==> config.mk <==
export PLATFORM = sky130hd
export DESIGN_NAME = stage_mem_flat
export DESIGN_NICKNAME = d
export VERILOG_FILES = /design/src/rtl/stage_mem_if.sv /design/src/rtl/stage_mem.sv /design/src/flat_wrapper.sv
export SDC_FILE = /design/constraint.sdc
export NUM_CORES = 1
export LEC_CHECK = 0
export CORE_MARGIN = 8
export CORE_UTILIZATION = 48
export DETAILED_ROUTE_END_ITERATION = 8
export HOLD_SLACK_MARGIN = 0.08
export PLACE_DENSITY = 0.85
export SETUP_SLACK_MARGIN = 0.5
export SYNTH_ARGS = -nofsm -noshare
export SYNTH_HDL_FRONTEND = slang
export SYNTH_SLANG_ARGS = --single-unit
export TNS_END_PERCENT = 5
==> constraint.sdc <==
create_clock -name clk_i -period 2 [get_ports clk_i]
set_input_delay 0.2 -clock clk_i [delete_from_list [all_inputs] [get_ports clk_i]]
set_output_delay 0.2 -clock clk_i [all_outputs]
set_load 0.005 [all_outputs]
==> src/rtl/stage_mem_if.sv <==
// -----------------------------------------------------------------------------
// stage_mem_if -- data-side Wishbone-style bus between the MEM stage and memory.
//
// Signals (names as seen from the MEM stage, which is the master):
//   dwbm_addr_o  word address, bits[1:0] always 0
//   dwbm_dat_o   write data (already replicated onto the addressed lanes)
//   dwbm_sel_o   byte-lane enables
//   dwbm_we_o    1 = write, 0 = read
//   dwbm_cyc_o   bus cycle in progress
//   dwbm_stb_o   strobe, request valid
//   dwbm_dat_i   read data
//   dwbm_ack_i   normal termination
//   dwbm_err_i   error termination
// -----------------------------------------------------------------------------
interface stage_mem_if;
  logic [31:0] dwbm_addr_o;
  logic [31:0] dwbm_dat_o;
  logic [3:0]  dwbm_sel_o;
  logic        dwbm_we_o;
  logic        dwbm_cyc_o;
  logic        dwbm_stb_o;
  logic [31:0] dwbm_dat_i;
  logic        dwbm_ack_i;
  logic        dwbm_err_i;

  modport master (
    output dwbm_addr_o, dwbm_dat_o, dwbm_sel_o, dwbm_we_o, dwbm_cyc_o, dwbm_stb_o,
    input  dwbm_dat_i, dwbm_ack_i, dwbm_err_i
  );

  modport slave (
    input  dwbm_addr_o, dwbm_dat_o, dwbm_sel_o, dwbm_we_o, dwbm_cyc_o, dwbm_stb_o,
    output dwbm_dat_i, dwbm_ack_i, dwbm_err_i
  );
endinterface

==> src/rtl/stage_mem.sv <==
// -----------------------------------------------------------------------------
// stage_mem -- MEM pipeline stage of a 32-bit RISC-V core.
//
// Takes the EX result, performs at most one data-bus access for loads/stores,
// and registers the result towards WB.  Misaligned accesses raise a
// load/store address-misaligned flag instead of touching the bus; unknown
// load/store sizes are turned into an illegal-instruction flag in ctrl_o.
//
// Ports:
//   clk_i, rst_i         clock, asynchronous active-low reset
//   valid_i, flush_i     EX result valid, kill from WB
//   pc_i, instruction_i  instruction identity from EX
//   alu_d_i, rs2_d_i     ALU result / effective address, store data
//   funct3_i             access size/sign
//   is_ld_mem_i/is_st_mem_i  load/store flags
//   ctrl_i               {is_op,is_lui,is_auipc,is_system,is_jal,is_jalr,
//                         e_illegal_inst,e_inst_addr_mis}, forwarded
//   dwbm                 data bus (master side)
//   stall_o              hold EX and everything upstream
//   valid_o .. e_*_o     registered WB-side outputs
// -----------------------------------------------------------------------------
module stage_mem (
  input  logic        clk_i,
  input  logic        rst_i,
  input  logic        valid_i,
  input  logic        flush_i,
  input  logic [31:0] pc_i,
  input  logic [31:0] instruction_i,
  input  logic [31:0] alu_d_i,
  input  logic [31:0] rs2_d_i,
  input  logic [2:0]  funct3_i,
  input  logic        is_ld_mem_i,
  input  logic        is_st_mem_i,
  input  logic [7:0]  ctrl_i,
  stage_mem_if.master dwbm,
  output logic        stall_o,
  output logic        valid_o,
  output logic [31:0] pc_o,
  output logic [31:0] instruction_o,
  output logic [31:0] alu_d_o,
  output logic [31:0] mem_d_o,
  output logic [31:0] mem_addr_o,
  output logic [2:0]  funct3_o,
  output logic [7:0]  ctrl_o,
  output logic        is_ld_mem_o,
  output logic        e_ld_addr_mis_o,
  output logic        e_st_addr_mis_o
);

  typedef enum logic {IDLE, BUS} state_t;

  state_t state;

  // Instruction held while the bus cycle is open, so the WB record does not
  // depend on EX keeping its outputs stable.
  logic [31:0] pc_q, instr_q, alu_q;
  logic [2:0]  f3_q;
  logic [7:0]  ctrl_q;
  logic        ld_q;
  logic        kill_q;   // flush seen while the bus cycle was open

  // ---------------------------------------------------------------------------
  // Decode of the incoming EX result
  // ---------------------------------------------------------------------------
  logic is_mem, ld_bad, st_bad, illegal_mem, misaligned, mem_go, term;

  assign is_mem      = is_ld_mem_i | is_st_mem_i;
  assign ld_bad      = (funct3_i == 3'b011) | (funct3_i[2:1] == 2'b11);
  assign st_bad      = (funct3_i == 3'b011) | funct3_i[2];
  assign illegal_mem = (is_ld_mem_i & ld_bad) | (is_st_mem_i & st_bad);
  assign misaligned  = ((funct3_i[1:0] == 2'b01) & alu_d_i[0]) |
                       ((funct3_i[1:0] == 2'b10) & (alu_d_i[1:0] != 2'b00));
  assign mem_go      = valid_i & is_mem & ~illegal_mem & ~misaligned & ~flush_i;
  assign term        = dwbm.dwbm_ack_i | dwbm.dwbm_err_i;

  // Stall in the entry cycle and through every wait state; released in the
  // termination cycle so EX advances on the same edge the result is captured.
  assign stall_o = (state == IDLE) ? mem_go : ~term;

  // ---------------------------------------------------------------------------
  // Store lane steering
  // ---------------------------------------------------------------------------
  logic [3:0]  st_sel;
  logic [31:0] st_dat;

  // NOTE: every signal assigned in always_comb gets a default first; a path
  // that leaves it unassigned would infer a latch.
  always_comb begin
    st_sel = 4'b1111;
    st_dat = rs2_d_i;
    case (funct3_i[1:0])
      2'b00: begin
        st_sel = 4'b0001 << alu_d_i[1:0];
        st_dat = {4{rs2_d_i[7:0]}};
      end
      2'b01: begin
        st_sel = alu_d_i[1] ? 4'b1100 : 4'b0011;
        st_dat = {2{rs2_d_i[15:0]}};
      end
      default: ;
    endcase
  end

  // ---------------------------------------------------------------------------
  // Load lane extraction (uses the address latched on bus entry)
  // ---------------------------------------------------------------------------
  logic [7:0]  lane_b;
  logic [15:0] lane_h;
  logic [31:0] ld_data;

  always_comb begin
    lane_b  = dwbm.dwbm_dat_i[7:0];
    lane_h  = alu_q[1] ? dwbm.dwbm_dat_i[31:16] : dwbm.dwbm_dat_i[15:0];
    ld_data = dwbm.dwbm_dat_i;
    case (alu_q[1:0])
      2'b01:   lane_b = dwbm.dwbm_dat_i[15:8];
      2'b10:   lane_b = dwbm.dwbm_dat_i[23:16];
      2'b11:   lane_b = dwbm.dwbm_dat_i[31:24];
      default: ;
    endcase
    case (f3_q)
      3'b000:  ld_data = {{24{lane_b[7]}}, lane_b};
      3'b001:  ld_data = {{16{lane_h[15]}}, lane_h};
      3'b100:  ld_data = {24'h0, lane_b};
      3'b101:  ld_data = {16'h0, lane_h};
      default: ;
    endcase
  end

  // ---------------------------------------------------------------------------
  // FSM, bus registers and WB-side pipeline registers
  // ---------------------------------------------------------------------------
  // NOTE: sequential state uses non-blocking assignments only, so every
  // register samples pre-edge values regardless of statement order.
  always_ff @(posedge clk_i or negedge rst_i) begin
    // NOTE: every register here is reset, including the latched instruction
    // fields; all outputs must read zero while rst_i is low.
    if (!rst_i) begin
      state            <= IDLE;
      dwbm.dwbm_addr_o <= '0;
      dwbm.dwbm_dat_o  <= '0;
      dwbm.dwbm_sel_o  <= '0;
      dwbm.dwbm_we_o   <= 1'b0;
      dwbm.dwbm_cyc_o  <= 1'b0;
      dwbm.dwbm_stb_o  <= 1'b0;
      pc_q             <= '0;
      instr_q          <= '0;
      alu_q            <= '0;
      f3_q             <= '0;
      ctrl_q           <= '0;
      ld_q             <= 1'b0;
      kill_q           <= 1'b0;
      valid_o          <= 1'b0;
      pc_o             <= '0;
      instruction_o    <= '0;
      alu_d_o          <= '0;
      mem_d_o          <= '0;
      mem_addr_o       <= '0;
      funct3_o         <= '0;
      ctrl_o           <= '0;
      is_ld_mem_o      <= 1'b0;
      e_ld_addr_mis_o  <= 1'b0;
      e_st_addr_mis_o  <= 1'b0;
    end else begin
      case (state)
        IDLE: begin
          if (mem_go) begin
            state            <= BUS;
            dwbm.dwbm_addr_o <= {alu_d_i[31:2], 2'b00};
            dwbm.dwbm_dat_o  <= is_st_mem_i ? st_dat : 32'h0;
            dwbm.dwbm_sel_o  <= is_st_mem_i ? st_sel : 4'b1111;
            dwbm.dwbm_we_o   <= is_st_mem_i;
            dwbm.dwbm_cyc_o  <= 1'b1;
            dwbm.dwbm_stb_o  <= 1'b1;
            pc_q             <= pc_i;
            instr_q          <= instruction_i;
            alu_q            <= alu_d_i;
            f3_q             <= funct3_i;
            ctrl_q           <= ctrl_i;
            ld_q             <= is_ld_mem_i;
            kill_q           <= 1'b0;
            // WB sees a bubble while the access is outstanding rather than
            // a second copy of the previous instruction.
            valid_o          <= 1'b0;
          end else begin
            valid_o         <= valid_i & ~flush_i;
            pc_o            <= pc_i;
            instruction_o   <= instruction_i;
            alu_d_o         <= alu_d_i;
            mem_d_o         <= 32'h0;
            mem_addr_o      <= alu_d_i;
            funct3_o        <= funct3_i;
            ctrl_o          <= ctrl_i | {6'b0, illegal_mem, 1'b0};
            is_ld_mem_o     <= is_ld_mem_i;
            e_ld_addr_mis_o <= valid_i & ~flush_i & is_ld_mem_i & ~illegal_mem & misaligned;
            e_st_addr_mis_o <= valid_i & ~flush_i & is_st_mem_i & ~illegal_mem & misaligned;
          end
        end

        BUS: begin
          if (term) begin
            state           <= IDLE;
            dwbm.dwbm_sel_o <= 4'b0000;
            dwbm.dwbm_we_o  <= 1'b0;
            dwbm.dwbm_cyc_o <= 1'b0;
            dwbm.dwbm_stb_o <= 1'b0;
            // A flush at any point of the access, including the ack cycle
            // itself, discards the result.
            valid_o         <= ~(kill_q | flush_i);
            pc_o            <= pc_q;
            instruction_o   <= instr_q;
            alu_d_o         <= alu_q;
            // Error terminations return zero and raise no exception.
            mem_d_o         <= (ld_q & ~dwbm.dwbm_err_i) ? ld_data : 32'h0;
            mem_addr_o      <= alu_q;
            funct3_o        <= f3_q;
            ctrl_o          <= ctrl_q;
            is_ld_mem_o     <= ld_q;
            e_ld_addr_mis_o <= 1'b0;
            e_st_addr_mis_o <= 1'b0;
          end else begin
            valid_o <= 1'b0;
            if (flush_i) kill_q <= 1'b1;
          end
        end

        default: state <= IDLE;
      endcase
    end
  end

endmodule

==> src/flat_wrapper.sv <==
// flat-port wrapper written by rule: the top's interface ports become plain ports
module stage_mem_flat 
  (clk_i, rst_i, valid_i, flush_i, pc_i, instruction_i, alu_d_i, rs2_d_i, funct3_i, is_ld_mem_i, is_st_mem_i, ctrl_i, stall_o, valid_o, pc_o, instruction_o, alu_d_o, mem_d_o, mem_addr_o, funct3_o, ctrl_o, is_ld_mem_o, e_ld_addr_mis_o, e_st_addr_mis_o, dwbm_dwbm_addr_o, dwbm_dwbm_dat_o, dwbm_dwbm_sel_o, dwbm_dwbm_we_o, dwbm_dwbm_cyc_o, dwbm_dwbm_stb_o, dwbm_dwbm_dat_i, dwbm_dwbm_ack_i, dwbm_dwbm_err_i);
  stage_mem_if dwbm_i ();
  input  logic clk_i;
  input  logic rst_i;
  input  logic valid_i;
  input  logic flush_i;
  input  logic [31:0] pc_i;
  input  logic [31:0] instruction_i;
  input  logic [31:0] alu_d_i;
  input  logic [31:0] rs2_d_i;
  input  logic [2:0] funct3_i;
  input  logic is_ld_mem_i;
  input  logic is_st_mem_i;
  input  logic [7:0] ctrl_i;
  output logic stall_o;
  output logic valid_o;
  output logic [31:0] pc_o;
  output logic [31:0] instruction_o;
  output logic [31:0] alu_d_o;
  output logic [31:0] mem_d_o;
  output logic [31:0] mem_addr_o;
  output logic [2:0] funct3_o;
  output logic [7:0] ctrl_o;
  output logic is_ld_mem_o;
  output logic e_ld_addr_mis_o;
  output logic e_st_addr_mis_o;
  output wire logic [$bits(dwbm_i.dwbm_addr_o)-1:0] dwbm_dwbm_addr_o;
  output wire logic [$bits(dwbm_i.dwbm_dat_o)-1:0] dwbm_dwbm_dat_o;
  output wire logic [$bits(dwbm_i.dwbm_sel_o)-1:0] dwbm_dwbm_sel_o;
  output wire logic [$bits(dwbm_i.dwbm_we_o)-1:0] dwbm_dwbm_we_o;
  output wire logic [$bits(dwbm_i.dwbm_cyc_o)-1:0] dwbm_dwbm_cyc_o;
  output wire logic [$bits(dwbm_i.dwbm_stb_o)-1:0] dwbm_dwbm_stb_o;
  input wire logic [$bits(dwbm_i.dwbm_dat_i)-1:0] dwbm_dwbm_dat_i;
  input wire logic [$bits(dwbm_i.dwbm_ack_i)-1:0] dwbm_dwbm_ack_i;
  input wire logic [$bits(dwbm_i.dwbm_err_i)-1:0] dwbm_dwbm_err_i;
  assign dwbm_dwbm_addr_o = dwbm_i.dwbm_addr_o;
  assign dwbm_dwbm_dat_o = dwbm_i.dwbm_dat_o;
  assign dwbm_dwbm_sel_o = dwbm_i.dwbm_sel_o;
  assign dwbm_dwbm_we_o = dwbm_i.dwbm_we_o;
  assign dwbm_dwbm_cyc_o = dwbm_i.dwbm_cyc_o;
  assign dwbm_dwbm_stb_o = dwbm_i.dwbm_stb_o;
  assign dwbm_i.dwbm_dat_i = dwbm_dwbm_dat_i;
  assign dwbm_i.dwbm_ack_i = dwbm_dwbm_ack_i;
  assign dwbm_i.dwbm_err_i = dwbm_dwbm_err_i;
  stage_mem u_core (.clk_i(clk_i), .rst_i(rst_i), .valid_i(valid_i), .flush_i(flush_i), .pc_i(pc_i), .instruction_i(instruction_i), .alu_d_i(alu_d_i), .rs2_d_i(rs2_d_i), .funct3_i(funct3_i), .is_ld_mem_i(is_ld_mem_i), .is_st_mem_i(is_st_mem_i), .ctrl_i(ctrl_i), .dwbm(dwbm_i), .stall_o(stall_o), .valid_o(valid_o), .pc_o(pc_o), .instruction_o(instruction_o), .alu_d_o(alu_d_o), .mem_d_o(mem_d_o), .mem_addr_o(mem_addr_o), .funct3_o(funct3_o), .ctrl_o(ctrl_o), .is_ld_mem_o(is_ld_mem_o), .e_ld_addr_mis_o(e_ld_addr_mis_o), .e_st_addr_mis_o(e_st_addr_mis_o));
endmodule
; After elaboration in Yosys (flattened, before gate mapping)
; Cells that the tools add are included.
[totals]
ff_bits = 321
in_bits = 179
output_inout_bits = 247
wordCells = 130
[classes]
eq_ne = 15
shift = 1
mux = 53
n_bitwise = 31
n_reduce_logical = 7
[op_table]
columns = cell, n
row1 = $mux W32, 10
row2 = $pmux W32 S2, 5
row3 = $pmux W32 S4, 1
row4 = $pmux W8 S3, 1
row5 = $and A1 B1 Y1, 16
row6 = $mux W16, 1
row7 = $mux W4, 4
row8 = $mux W8, 2
row9 = $pmux W1 S2, 8
row10 = $pmux W4 S2, 2
row11 = $pmux W8 S2, 1
row12 = $mux W1, 15
row13 = $eq A2 B2 Y1 const B, 4
row14 = $ne A2 B2 Y1 const B, 4
row15 = $or A8 B2 Y8, 1
row16 = $not A1 Y1, 7
row17 = $or A1 B1 Y1, 7
row18 = $eq A3 B3 Y1 const B, 2
row19 = $mux W3, 2
row20 = $pmux W3 S2, 1
row21 = $reduce_and A2 Y1, 3
row22 = $eq A2 B1 Y1 const B, 2
row23 = $shl A1 B2 Y4 const A, 1
row24 = $eq A3 B1 Y1 const B, 1
row25 = other kinds (6), 6

; Depth between registers and ports, before layout
[logic_depth]
depth_word = 10
ltp_mapped = 7
mapped_depth_nobuf = 5

; Worst setup path before layout
; No wires, ideal clock.
[synth_timing]
path_type = register to register
start = register u_core.state
end = register u_core.alu_d_o[19]
setup_ns = 0.128
arrival_ns = 1.639
required_ns = 1.872
setup_slack_ns = 0.234
path_stages_with_launch = 5
n_path_buf = 2
period_less_slack_ns = 1.766
path_cell_list = dfrtp_1 -> clkbuf_1 -> clkbuf_1 -> mux2_2 -> mux2_1
[synth_between]
elab_chain_cells = 3
word_cells_on_any_way = 5
classes_between = 2 x eq/ne / 1 x mux / 1 x bitwise / 1 x reduce/logical
[synth_rtl]
columns = item, line
row1 = start: declaration, stage_mem.sv:52  ; state_t state;
row2 = start signal: assignment, stage_mem.sv:139  ; state <= IDLE;
row3 = start signal: assignment, stage_mem.sv:168  ; state <= BUS;
row4 = start signal: assignment, stage_mem.sv:202  ; state <= IDLE;
row5 = $not A1 Y1 (no line), -
row6 = $ne A2 B2 Y1 (no line), -
row7 = $reduce_and A2 Y1 (no line), -
row8 = end signal: assignment, stage_mem.sv:189  ; alu_d_o <= alu_d_i;
row9 = end signal: assignment, stage_mem.sv:212  ; alu_d_o <= alu_q;
row10 = end: declaration, stage_mem.sv:40  ; output logic [31:0] alu_d_o,
; Several ways; a longest one is shown, not always the timed one.
; A chain may end at the register's enable or synchronous reset.

; Final worst setup path
[layout_timing]
start = register u_core.state
end = register u_core.instr_q[12]
[layout_between]
elab_chain_cells = 2
[layout_rtl]
columns = item, line
row1 = $not A1 Y1 (no line), -
row2 = $reduce_and A2 Y1 (no line), -
row3 = end signal: assignment, stage_mem.sv:176  ; instr_q <= instruction_i;
row4 = end: declaration, stage_mem.sv:56  ; logic [31:0] pc_q, instr_q, alu_q;
; Every way passes these cells.

==> summary.md <==
The tools report the number of antenna violations at the first check in global routing as 3. For this run, the leading register cell type out of synthesis is dfrtp_1. Detailed placer's ending HPWL: 29.8 mm. After floorplanning, the core was divided into 62 placement rows. In this run the deepest clock path goes through 3 buffers. The via count of the first global-routing pass is 11400, and the final cell utilization of the core is 72.3%.

The run gives 0.131 ns as the smallest hold slack. By area the synthesized netlist is led by dfrtp_1 (52%), mux2_2 (14%), mux2_1 (14%). The nature of the critical path endpoint was a flop. The layout has 1865 filler cells. At the end of the flow, the number of nets in the layout was 1667.

Setup violations remaining at the end of the flow were counted as 0. Clock-pin slew was measured on the worst setup and hold paths at 0.06 ns. TritonCTS built the clock tree. Per-instance average area after synthesis: 13.1 um^2. The run gives 44.0 mm as the aggregate routed wire length. The type of the worst setup path is reg2reg. Max-cap violations in this run came to 0. Of all nets on the critical path, the largest fanout is 7.

For this block, the initial DRC count from the detailed router was 546. Power spread over the standard cell area amounts to 910 nW/um^2. Dividing the final minimum period by the clock period gives 99.5%. The worst-case IR drop observed on VDD is 0.000685 V. The Yosys step of the flow raised 0 warnings.

After synthesis, the share of flip-flops with an asynchronous set or reset is 100%. The first detailed-routing pass took 5 iterations. The flow ran to the end, and the final reports show no timing, DRC or antenna violations. The logs give 0 for the count of endpoints failing hold in the final timing report and 20700 um^2 for the post-route cell area. The share of synthesized area in the top cell type comes to 52.1%. Total power for the finished layout comes to 18.9 mW. The combined flip-flop and latch cell area was 7290 um^2; the cell area after synthesis was 14000 um^2. In this run the standard cell core region covers 28700 um^2. The tools report the overall fraction of global-route tracks in use as 23.6%. The routed design could run at a clock period as short as 1.99 ns.

Dividing the detail-routed wire length by the instance count gives 23.2 um. The initial standard-cell utilization of the core is 48.7%. For the worst setup path, the data required time is 2.43 ns. The leakage dissipation was 9.89 nW; the number of levels in the clock H-tree was 1. The library cell occupying the most area in the post-synthesis netlist is dfrtp_1. The tools report the area occupied by multi-input gates as 6550 um^2.

The worst register-to-register path has a depth of 8. STA classifies the critical path startpoint as a flop. Worst flop-to-flop path startpoint: u_core.state. For the worst setup path, the data arrival time is 2.42 ns.

Across the routed clock network, the largest skew measured is 0.0181 ns. The cell sitting at the root of the clock tree is a clkbuf_16. The routed via count is 10400, and the number of clock buffers inserted by TritonCTS is 30. For the placer congestion estimate, the log shows 0.862. The run gives 1895 as the final cell count without fillers.

Classification of the worst-slack hold path: in2async. The worst flop-to-flop path endpoint was u_core.instr_q[12]. Detailed-route vias per instance: 5.46. The clock latency on the worst-skew pair was 0.56 ns; the total die area was 34900 um^2. The die is 187 um wide. CTS saw 291 sinks.

The origin of the worst setup path is u_core.state. Setup repair after global routing could not meet its margin everywhere. Timing would allow up to 503 MHz.

The first global-routing pass estimated 67.1 mm of wire. Across all register-to-register paths, the minimum setup slack is 0.01 ns. The cell area after placement is 18500 um^2. The number of top-level pins is 426, and the pin count of the biggest net entering global routing is 74. The die is 187 um tall. The tools report the portion of the post-synthesis area used by sequential elements as 52.1%. For the number of design rule violations left after detail routing, the log shows 0. After global routing the overflow that remains totals 0. After technology mapping, the gate count stands at 1066. Unique cell type count in the Yosys netlist: 50. The number of max-slew violations in the final report was 0. Of the cells placed in the final design, the portion with a size suffix greater than 1 is 32.6%. Counting flops with a built-in enable in the synthesized netlist gives 0. After synthesis the netlist holds a flip-flop and latch count of 291. The detail route stage leaves a number of antenna-violating nets equal to 0. For the total placed cells including tap cells, the log shows 1814.

Buffers placed on the I/O ports in this run total 423. The area growth from synthesis to layout works out to 48.3%.
==> Yosys cell counts, types with 11 or more instances <==
library cell,instances
nand2_1,45
mux2_2,172
buf_6,11
mux2_1,170
clkbuf_1,32
o2bb2ai_1,13
dfrtp_1,291
a21oi_1,17
nor2_1,25
o21ai_0,25
inv_1,37
mux2i_1,58
buf_4,79
==> worst max path at each step <==
stage / endpoint / slack, ns / depth (start not counted)
floorplan: u_core.f3_q[1] / 0.32 / 6
global placement: u_core.ld_q / -0.29 / 6
detailed placement: u_core.instr_q[10] / -0.34 / 7
CTS: stall_o / -0.02 / 6
global route: u_core.instr_q[12] / -0.05 / 8
finish: u_core.instr_q[12] / 0.01 / 8
==> cell type report <==
class | count | share of cell area (%)
Inverter | 39 | 0.748
Clock buffer | 47 | 4.41
Sequential cell | 291 | 35.2
Multi-Input combinational cell | 608 | 31.5
Timing Repair Buffer | 518 | 25.4
Clock inverter | 7 | 0.410
Tap cell | 384 | 2.32
Antenna cell | 1 | 0.0121
==> timing repair <==
action	4_1_cts	5_1_grt
setup buffers	10	6
hold buffers	1	0
pin swaps	3	5
cloned	5	4
setup endpoints to repair	534	298
hold endpoints to repair	291	0
resized for setup	392	151
==> metrics by stage <==
step	setup TNS [ns]	worst slack [ns]
after CTS	-0.428	-0.0214
after floorplan	0	0.317
after detailed placement	-76.22	-0.341
after global routing	-0.549	-0.0538
after global placement	-62.34	-0.290
final	0	0.0109
==> cells in the final DEF (no fill, tap or decap), types with 24 or more instances in the layout <==
cell	instances
buf_4	41
clkbuf_16	35
clkdlybuf4s50_1	179
dfrtp_1	284
dlygate4sd2_1	231
inv_1	35
mux2_1	27
mux2_2	117
mux2_4	198
mux2i_1	56
nand2_1	44
nor2_1	24
o21ai_0	25
==> critical path, cell delays in order, from the launching register on <==
cell and delay [ns]:
dfrtp_4 0.51, inv_4 0.09, nand2_4 0.06, nor4_4 0.28, buf_6 0.20, buf_12 0.15
buf_4 0.12, buf_6 0.12, mux2_1 0.34
==> where the power goes <==
group | internal, mW | total [mW] | switching, mW
sequential | 7.09 | 7.94 | 0.847
clock | 3.37 | 5.67 | 2.30
combinational | 3.23 | 5.27 | 2.05
total | 13.7 | 18.9 | 5.20
==> registers in the layout, summed over array words and instances (netlist names) <==
register	cells
u_core.alu_q	31
u_core.state	1
u_core.pc_o	32
u_core.e_st_addr_mis_o	1
u_core.instruction_o	32
u_core.pc_q	32
u_core.instr_q	32
u_core.dwbm.dwbm_sel_o	4
u_core.dwbm.dwbm_cyc_o	1
u_core.valid_o	1
u_core.ctrl_q	8
u_core.e_ld_addr_mis_o	1
u_core.f3_q	3
u_core.dwbm.dwbm_we_o	1
u_core.ld_q	1
u_core.funct3_o	3
u_core.is_ld_mem_o	1
u_core.alu_d_o	32
u_core.dwbm.dwbm_addr_o	1
u_core.dwbm.dwbm_dat_o	32
u_core.mem_d_o	32
u_core.ctrl_o	8
u_core.kill_q	1
==> routing by layer <==
layer / GRT usage, % / wire, um / up-vias
li1: - / - / 4551
met1: 27.9 / 17200 / 5280
met2: 41.5 / 22200 / 440
met3: 6.54 / 3380 / 77
met4: 6.90 / 1220 / 4
met5: 0 / 20 / -
==> logic make-up (layout without fill, tap and decap cells) <==
kind of cell | Yosys count | count (layout) | share of synthesized area [%]
multiplexers | 401 | 401 | 31.8
buffers and inverters | 168 | 611 | 7.28
other | 1 | 3 | 0.0268
flip-flops | 291 | 291 | 52.1
AO/OA/AOI/OAI | 105 | 105 | 5.41
AND/OR/NAND/NOR | 100 | 100 | 3.38
Note: power is estimated with default switching activity, not from simulation.
